<file path="config.mk">
export PLATFORM = sky130hd
export DESIGN_NAME = muxn21_arb_flat
export DESIGN_NICKNAME = d
export VERILOG_FILES = /design/src/rtl/muxn21_arb_pkg.sv /design/src/rtl/muxn21_arb_if.sv /design/src/rtl/muxn21_arb_rr_arbiter.sv /design/src/rtl/muxn21_arb.sv /design/src/flat_wrapper.sv
export SDC_FILE = /design/constraint.sdc
export NUM_CORES = 1
export LEC_CHECK = 0
export ABC_AREA = 1
export CAP_MARGIN = 20
export CORE_AREA = 2 2 51 53
export CTS_CLUSTER_SIZE = 24
export DETAILED_ROUTE_END_ITERATION = 8
export DIE_AREA = 0 0 53 55
export PLACE_DENSITY = 0.72
export SYNTH_ARGS = -nofsm -noshare
export SYNTH_HDL_FRONTEND = slang
export SYNTH_SLANG_ARGS = --single-unit
</file>
<file path="constraint.sdc">
create_clock -name CLK -period 5.2 [get_ports CLK]
set_input_delay 1.04 -clock CLK [delete_from_list [all_inputs] [get_ports CLK]]
set_output_delay 1.04 -clock CLK [all_outputs]
set_load 0.01 [all_outputs]
</file>
<file path="src/rtl/muxn21_arb_pkg.sv">
// Shared definitions for the MCU data-path multiplexers: arbitration mode
// encoding and a round-robin search usable by any arbiter up to 16 requesters.
package mcu_mux_pkg;

    typedef enum logic {MUX_FIXED = 1'b0, MUX_RR = 1'b1} mux_mode_t;

    localparam int unsigned RR_MAX_N = 16;
    localparam int unsigned RR_IDX_W = 4;

    typedef struct packed {
        logic                valid;
        logic [RR_IDX_W-1:0] idx;
    } rr_grant_t;

    // First requester strictly after ptr, wrapping at n; ptr itself is checked last.
    function automatic rr_grant_t rr_next(input logic [RR_MAX_N-1:0] req,
                                          input logic [RR_IDX_W-1:0] ptr,
                                          input int unsigned        n);
        rr_grant_t        g;
        logic [RR_IDX_W:0] cand;
        g = '0;
        for (int unsigned k = 1; k <= RR_MAX_N; k++) begin
            if (k <= n) begin
                cand = {1'b0, ptr} + (RR_IDX_W + 1)'(k);
                if (cand >= (RR_IDX_W + 1)'(n)) begin
                    cand = cand - (RR_IDX_W + 1)'(n);
                end
                if (!g.valid && req[cand[RR_IDX_W-1:0]]) begin
                    g.valid = 1'b1;
                    g.idx   = cand[RR_IDX_W-1:0];
                end
            end
        end
        return g;
    endfunction

endpackage

</file>
<file path="src/rtl/muxn21_arb_if.sv">
// Producer/consumer handshake bundle for muxn21_arb; the block itself uses
// the slave modport, the driving environment the master modport.
interface muxn21_arb_if #(
    parameter int unsigned WIDTH = 4,
    parameter int unsigned N     = 4
);
    localparam int unsigned SELW = $clog2(N);

    logic [N*WIDTH-1:0] IN_DATA;
    logic [N-1:0]       IN_VALID;
    logic [N-1:0]       IN_READY;
    logic               MODE;
    logic [SELW-1:0]    SEL;
    logic [WIDTH-1:0]   OUT_DATA;
    logic [SELW-1:0]    OUT_SRC;
    logic               OUT_VALID;
    logic               OUT_READY;

    modport master (
        output IN_DATA, IN_VALID, MODE, SEL, OUT_READY,
        input  IN_READY, OUT_DATA, OUT_SRC, OUT_VALID
    );

    modport slave (
        input  IN_DATA, IN_VALID, MODE, SEL, OUT_READY,
        output IN_READY, OUT_DATA, OUT_SRC, OUT_VALID
    );

endinterface

</file>
<file path="src/rtl/muxn21_arb_rr_arbiter.sv">
// Combinational round-robin arbiter: grants the first requester after ptr.
module rr_arbiter
    import mcu_mux_pkg::*;
#(
    parameter  int unsigned N    = 4,
    localparam int unsigned SELW = $clog2(N)
) (
    input  logic [N-1:0]    req,
    input  logic [SELW-1:0] ptr,
    output logic [SELW-1:0] grant_idx,
    output logic            grant_valid
);

    logic [RR_MAX_N-1:0] req_ext;
    logic [RR_IDX_W-1:0] ptr_ext;
    rr_grant_t           g;

    always_comb begin
        req_ext        = '0;
        req_ext[N-1:0] = req;
        ptr_ext        = RR_IDX_W'(ptr);
        g              = rr_next(req_ext, ptr_ext, N);
        grant_valid    = g.valid;
        grant_idx      = SELW'(g.idx);
    end

endmodule

</file>
<file path="src/rtl/muxn21_arb.sv">
// N-way registered multiplexer with valid/ready handshakes, fixed-select or
// round-robin arbitration, and a 1-entry full-throughput output register.
module muxn21_arb
    import mcu_mux_pkg::*;
#(
    parameter  int unsigned WIDTH = 4,
    parameter  int unsigned N     = 4,
    localparam int unsigned SELW  = $clog2(N)
) (
    input  logic         CLK,
    input  logic         RST,
    muxn21_arb_if.slave  bus
);

    localparam int unsigned NPAD = 1 << SELW;

    logic [WIDTH-1:0] out_data_q, out_data_d;
    logic [SELW-1:0]  out_src_q,  out_src_d;
    logic             out_valid_q, out_valid_d;
    logic [SELW-1:0]  ptr_q,      ptr_d;

    mux_mode_t        mode;
    logic [NPAD-1:0]  valid_pad;
    logic [SELW-1:0]  rr_idx;
    logic             rr_valid;
    logic [SELW-1:0]  grant_idx;
    logic             grant_valid;
    logic             load_ok;
    logic             xfer;
    logic [WIDTH-1:0] grant_data;
    logic [N-1:0]     in_ready;

    assign mode = mux_mode_t'(bus.MODE);

    rr_arbiter #(.N(N)) u_rr (
        .req         (bus.IN_VALID),
        .ptr         (ptr_q),
        .grant_idx   (rr_idx),
        .grant_valid (rr_valid)
    );

    // Padding to a power of two makes an out-of-range SEL read a zero valid.
    always_comb begin
        valid_pad        = '0;
        valid_pad[N-1:0] = bus.IN_VALID;
        if (mode == MUX_RR) begin
            grant_idx   = rr_idx;
            grant_valid = rr_valid;
        end else begin
            grant_idx   = bus.SEL;
            grant_valid = valid_pad[bus.SEL];
        end
        load_ok    = ~out_valid_q | bus.OUT_READY;
        xfer       = grant_valid & load_ok & ~RST;
        grant_data = '0;
        in_ready   = '0;
        for (int unsigned i = 0; i < N; i++) begin
            if (grant_idx == SELW'(i)) begin
                in_ready[i] = xfer;
                grant_data  = bus.IN_DATA[i*WIDTH +: WIDTH];
            end
        end
    end

    always_comb begin
        out_data_d  = out_data_q;
        out_src_d   = out_src_q;
        out_valid_d = out_valid_q;
        ptr_d       = ptr_q;
        if (xfer) begin
            out_data_d  = grant_data;
            out_src_d   = grant_idx;
            out_valid_d = 1'b1;
            if (mode == MUX_RR) begin
                ptr_d = grant_idx;
            end
        end else if (bus.OUT_READY) begin
            out_valid_d = 1'b0;
        end
    end

    always_ff @(posedge CLK) begin
        if (RST) begin
            out_data_q  <= '0;
            out_src_q   <= '0;
            out_valid_q <= 1'b0;
            ptr_q       <= SELW'(N - 1);
        end else begin
            out_data_q  <= out_data_d;
            out_src_q   <= out_src_d;
            out_valid_q <= out_valid_d;
            ptr_q       <= ptr_d;
        end
    end

    assign bus.IN_READY  = in_ready;
    assign bus.OUT_DATA  = out_data_q;
    assign bus.OUT_SRC   = out_src_q;
    assign bus.OUT_VALID = out_valid_q;

endmodule
</file>
<file path="src/flat_wrapper.sv">
// flat-port wrapper written by rule: the top's interface ports become plain ports
module muxn21_arb_flat import mcu_mux_pkg::*;
#(
    parameter  int unsigned WIDTH = 4,
    parameter  int unsigned N     = 4,
    localparam int unsigned SELW  = $clog2(N)
)
  (CLK, RST, bus_IN_DATA, bus_IN_VALID, bus_MODE, bus_SEL, bus_OUT_READY, bus_IN_READY, bus_OUT_DATA, bus_OUT_SRC, bus_OUT_VALID);
  muxn21_arb_if #(.WIDTH(WIDTH), .N(N)) bus_i ();
  input  logic CLK;
  input  logic RST;
  input wire logic [$bits(bus_i.IN_DATA)-1:0] bus_IN_DATA;
  input wire logic [$bits(bus_i.IN_VALID)-1:0] bus_IN_VALID;
  input wire logic [$bits(bus_i.MODE)-1:0] bus_MODE;
  input wire logic [$bits(bus_i.SEL)-1:0] bus_SEL;
  input wire logic [$bits(bus_i.OUT_READY)-1:0] bus_OUT_READY;
  output wire logic [$bits(bus_i.IN_READY)-1:0] bus_IN_READY;
  output wire logic [$bits(bus_i.OUT_DATA)-1:0] bus_OUT_DATA;
  output wire logic [$bits(bus_i.OUT_SRC)-1:0] bus_OUT_SRC;
  output wire logic [$bits(bus_i.OUT_VALID)-1:0] bus_OUT_VALID;
  assign bus_i.IN_DATA = bus_IN_DATA;
  assign bus_i.IN_VALID = bus_IN_VALID;
  assign bus_i.MODE = bus_MODE;
  assign bus_i.SEL = bus_SEL;
  assign bus_i.OUT_READY = bus_OUT_READY;
  assign bus_IN_READY = bus_i.IN_READY;
  assign bus_OUT_DATA = bus_i.OUT_DATA;
  assign bus_OUT_SRC = bus_i.OUT_SRC;
  assign bus_OUT_VALID = bus_i.OUT_VALID;
  muxn21_arb #(.WIDTH(WIDTH), .N(N)) u_core (.CLK(CLK), .RST(RST), .bus(bus_i));
endmodule
</file>
# After elaboration in Yosys (flattened, before gate mapping)
# Cells that the tools add are included.
# Widths: inputs -> output; s select.
[totals] reg_bits=9 out_inout_bits=11 wordCells=68
[classes] n_addsub=8 order_cmp=9 eq_ne=3 muxes=30 n_bitwise=5 n_reduce_logical=9
[op_table] op="$mux 4" count=8
[op_table] op="$lt 4x5->1 const B" count=4
[op_table] op="$mux 5" count=4
[op_table] op="$bmux 1 s4" count=4
[op_table] op="$mux 1" count=12
[op_table] op="$sub 3x3->4 const B" count=3
[op_table] op="$add 2x2->3 const B" count=2
[op_table] op="$ge 3x3->1 const B" count=2
[op_table] op="$ge 5x3->1 const B" count=1
[op_table] op="$add 2x3->4 const B" count=1
[op_table] op="$eq 2x2->1 const B" count=2
[op_table] op="$ge 4x3->1 const B" count=1
[op_table] op="$sub 4x3->4 const B" count=1
[op_table] op="$add 2x1->3 const B" count=1
[op_table] op="$logic_and 1x1->1" count=3
[op_table] op="$logic_not 1->1" count=3
[op_table] op="$lt 2x3->1 const B" count=1
[op_table] op="$and 1x1->1" count=2
[op_table] op="$bmux 1 s2" count=1
[op_table] op="$eq 2x1->1 const B" count=1
[op_table] op="$logic_not 2->1" count=1
[op_table] op="$mux 2" count=1
[op_table] op="$not 1->1" count=2
[op_table] op="$reduce_and 2->1" count=1
[op_table] op="other kinds (2)" count=2

# Longest topological paths before layout
[depth] ltp_word=21 mapped_depth=16

# Hierarchy
# A second synthesis with hierarchy kept.
[hier_totals] hier_cells=162 area_unflattened_um2=938.4
[by_module_without_submodules] mod="muxn21_arb" instances=1 cells_each=106 area_each_um2=621.8 seq_area_each_um2=180.2
[by_module_without_submodules] mod="rr_arbiter" instances=1 cells_each=56 area_each_um2=316.6 seq_area_each_um2=0.0

# Least setup slack after synthesis
# No wires, ideal clock.
[synth_timing] path_type="input to output" start="input bus_IN_VALID[3]" end="output bus_IN_READY[0]" arrival_ps=2148 path_slack_ps=2012 stages=10 path_cell_list="inv_1 > nand2_1 > nand3_1 > nand2_2 > inv_2 > nand3_2 > nor3_2 > nor4_4 > inv_2 > nor3_1"
[synth_between] elab_chain_cells=16 elab_cells_between_ends=26
[synth_lines] item="start, declared" line="flat_wrapper.sv:13" text="input wire logic [$bits(bus_i.IN_VALID)-1:0] bus_IN_VALID;"
[synth_lines] item="$bmux 1 s4" line="muxn21_arb_pkg.sv:28" text="if (!g.valid && req[cand[RR_IDX_W-1:0]]) begin"
[synth_lines] item="$mux 1 (not written as such)" line="muxn21_arb_pkg.sv:28"
[synth_lines] item="$mux 5" line="muxn21_arb_pkg.sv:28"
[synth_lines] item="$logic_not 1->1" line="muxn21_arb_pkg.sv:28"
[synth_lines] item="$logic_and 1x1->1" line="muxn21_arb_pkg.sv:28"
[synth_lines] item="$mux 5" line="muxn21_arb_pkg.sv:28"
[synth_lines] item="$logic_not 1->1" line="muxn21_arb_pkg.sv:28"
[synth_lines] item="$logic_and 1x1->1" line="muxn21_arb_pkg.sv:28"
[synth_lines] item="$mux 5" line="muxn21_arb_pkg.sv:28"
[synth_lines] item="$logic_not 1->1" line="muxn21_arb_pkg.sv:28"
[synth_lines] item="$logic_and 1x1->1" line="muxn21_arb_pkg.sv:28"
[synth_lines] item="$mux 5" line="muxn21_arb_pkg.sv:28"
[synth_lines] item="$mux 1" line="muxn21_arb.sv:46" text="if (mode == MUX_RR) begin"
[synth_lines] item="$and 1x1->1 (2 in a row)" line="muxn21_arb.sv:54" text="xfer = grant_valid & load_ok & ~RST;"
[synth_lines] item="$mux 1 *" line="muxn21_arb.sv:58" text="if (grant_idx == SELW'(i)) begin"
[synth_lines] item="end, declared" line="flat_wrapper.sv:17" text="output wire logic [$bits(bus_i.IN_READY)-1:0] bus_IN_READY;"
# Mark *: on every way between the ends. The rest lies on a longest branch, timed or not. The select of a mux whose other input is x is not followed.

# Worst setup path in the final report
[layout_timing] start="input bus_SEL[0]" end="output bus_IN_READY[0]"
[layout_between] elab_chain_cells=6 elab_cells_between_ends=8
[layout_lines] item="start, declared" line="flat_wrapper.sv:15" text="input wire logic [$bits(bus_i.SEL)-1:0] bus_SEL;"
[layout_lines] item="$bmux 1 s2" line="muxn21_arb.sv:51" text="grant_valid = valid_pad[bus.SEL];"
[layout_lines] item="$mux 1 (not written as such)" line="muxn21_arb.sv:51"
[layout_lines] item="$mux 1" line="muxn21_arb.sv:46"
[layout_lines] item="$and 1x1->1 (2 in a row)" line="muxn21_arb.sv:54"
[layout_lines] item="$mux 1 *" line="muxn21_arb.sv:58"
# Marks and branches as above.

==> implementation parameters <==
Parameter                              Value

Outcome
  Outcome ... complete, no violations

STA
  Min Clock Period, post-route ... 4420 ps
  Headroom to the max-slew limit ... 66.0%
  Fmax ... 226 MHz
  Worst path setup slack after routing ... 775 ps
  RSZ-0062 raised after global routing ... no
  Minimum hold slack ... 470 ps
  Total negative slack for setup checks ... 0 ps
  Slew at the pin closest to its max-slew limit ... 506 ps
  Final number of setup-violating endpoints ... 0
  Number of hold violations in the final report ... 0
  Maximum clock skew at final layout ... 0.734 ps
  Period utilization ... 85.1%
  Slew Limit Fails ... 0

Synth
  Synthesized area ... 896 um^2
  Register area share after synthesis ... 20.1%
  Post-synthesis net count ... 172
  Post-Synthesis Cells ... 141
  Synth unique cells ... 22
  Post-Synthesis Mean Instance Area ... 6.35 um^2
  Yosys warning count ... 0
  Number of register bits inferred by synthesis ... 9

Drt
  Final antenna-violating net count ... 0
  Detailed Route WL ... 2.43 mm
  Number of optimization iterations in the first detailed-route pass ... 4
  Initial DRC count ... 15
  DRC violations left ... 0
  Post-detailed-route via-to-cell ratio ... 5.08
  Via count ... 1061
  Routed WL per cell ... 11.6 um

Layout
  Most common library cell in the layout ignoring fill and taps ... clkdlybuf4s50_1
  FF+latch area ... 180 um^2
  Area growth from synthesis to layout ... 45.7%
  Total area of multi-input combinational cells ... 622 um^2
  Ratio of cells with drive above 1 in the final layout ... 14.5%
  Summed area of non-filler cells in the final layout ... 1310 um^2
  Most frequent cells in the layout ... clkdlybuf4s50_1, nand2_1, nand3_1
  Antenna cells ... 0
  NumNets Final ... 211
  Fin util ... 55.2%
  Post-layout instance count excluding filler cells ... 209
  Fill cell instance count of the final layout ... 241

Global route
  Wire length of the first global-routing pass ... 3.84 mm
  GR Util All Layers ... 17.8%
  Vias in the first global route ... 936
  Grt ovf ... 0
  Largest net degree at the start of global routing ... 14
  Antenna violations before repair ... 0

Floorplanning
  Die extent in x ... 53 um
  Area enclosed by the die boundary ... 2920 um^2
  Std cell rows ... 18
  Floorplan core area ... 2360 um^2
  Initial Utilization ... 37.9%
  Height of the die ... 55 um
  I/O pin total ... 37

Setup path
  Maximum fanout encountered on the critical timing path ... 9
  Worst endpoint required time ... 4160 ps
  Crit path arrival time ... 3380 ps
  WS Path Type ... input pin to output port
  Critical path startpoint category ... input pin
  R2R cell count ... 15
  Critical Path End Type ... output port

Worst hold path
  Hold Path Stages ... 2
  Worst min-delay path category ... flop to flop

Clock tree
  Sink Count ... 9
  Clock tree from TritonCTS ... yes
  Number of levels in the clock H-tree ... 1
  Clock-pin slew of the registers on the worst-case setup and hold paths ... 60 ps
  # hold bufs at CTS ... 0
  Resize count post-CTS ... 0
  Setup fix buffers added after clock tree synthesis ... 0
  CTS buffer count ... 3
  Clk Tree Root Cell ... clkbuf_4
  Clk buf depth ... 2
  Latest clock arrival within the worst-skew pair ... 260 ps

Placed design
  Count of buffers inserted at the top-level ports ... 36
  Post-DP HPWL ... 1.93 mm
  Setup slack at placement ... 824 ps
  GP Congestion ... 0.799
  Area after detailed placement ... 1280 um^2
  DP Cell Count ... 205

Run
  # Max-Cap Violations ... 0

Pwr
  Leakage ... 0.589 nW
  Post-layout total power ... 0.287 mW
  Power density normalized to cell area ... 220 nW/um^2
  Peak supply drop ... 0.178 mV
[layer usage]
metal | vias to the layer above | wire (um) | global-route usage [%]
met2 | 40 | 1130 | 31.3
li1 | 540 | - | -
met3 | 2 | 193 | 6.99
met1 | 479 | 1090 | 20.9
met4 | 0 | 20 | 2.99
met5 | - | 0 | 0
[worst max-delay path, cell delays in order]
cell and delay (ps):
clkdlybuf4s50_1 560, o21ai_0 100, a21oi_1 160, nor3_1 100, nor4_4 510, inv_2 170, nor3_1 170, clkdlybuf4s50_1 580
[cell usage after synthesis]
cell type / count / area, um^2
inv_1: 18 / 67.6
nand2_1: 29 / 109
nor2_2: 2 / 12.5
a21oi_2: 4 / 35.0
nor3_1: 2 / 10.0
buf_1: 1 / 3.75
nand4_1: 2 / 12.5
nor2_1: 10 / 37.5
o21ai_0: 9 / 45.0
nand2_2: 6 / 37.5
inv_2: 3 / 11.3
nand3_1: 21 / 105
nor4_4: 1 / 21.3
dfxtp_1: 9 / 180
nor3_2: 1 / 10.0
nand3_2: 4 / 40.0
o21ai_1: 3 / 15.0
nand2_4: 1 / 11.3
buf_6: 1 / 11.3
nand3_4: 1 / 17.5
ha_1: 5 / 62.6
a21oi_1: 8 / 40.0
[kinds of logic (layout without fill, tap and decap cells)]
group | Yosys count | count (layout) | synth area share, %
buf+inv | 23 | 61 | 10.5
simple gates | 80 | 80 | 47.3
fa+ha+maj | 5 | 5 | 6.98
compound gates | 24 | 24 | 15.1
flops | 9 | 9 | 20.1
[final timing paths]
check,slack [ps],to,from
min reg2reg,470,u_core.bus.OUT_DATA[0]$_SDFFE_PP0P_,u_core.bus.OUT_DATA[0]$_SDFFE_PP0P_
max reg2reg,2640,u_core.bus.OUT_DATA[1]$_SDFFE_PP0P_,u_core.ptr_q[0]$_SDFFE_PP1P_
min,470,u_core.bus.OUT_DATA[0]$_SDFFE_PP0P_,u_core.bus.OUT_DATA[0]$_SDFFE_PP0P_
max,780,bus_IN_READY[0],bus_SEL[0]
[report_power, final]
part           leakage, nW  switching, mW  internal (mW)
clock               0.0150         0.0258         0.0297
sequential          0.0739        0.00659         0.0759
combinational        0.500         0.0835         0.0658
[sequential cells by signal, summed over array words and instances (netlist names)]
signal / flops
u_core.bus.OUT_DATA: 4
u_core.bus.OUT_SRC: 2
u_core.ptr_q: 2
u_core.bus.OUT_VALID: 1
[final cells by class]
class | instances | area share, %
multi-input combinational | 109 | 47.7
timing repair buffer | 36 | 27.6
sequential | 9 | 13.8
inverter | 21 | 6.04
tap | 30 | 2.88
clock buffer | 4 | 2.01
(Power assumes the default switching activity.)
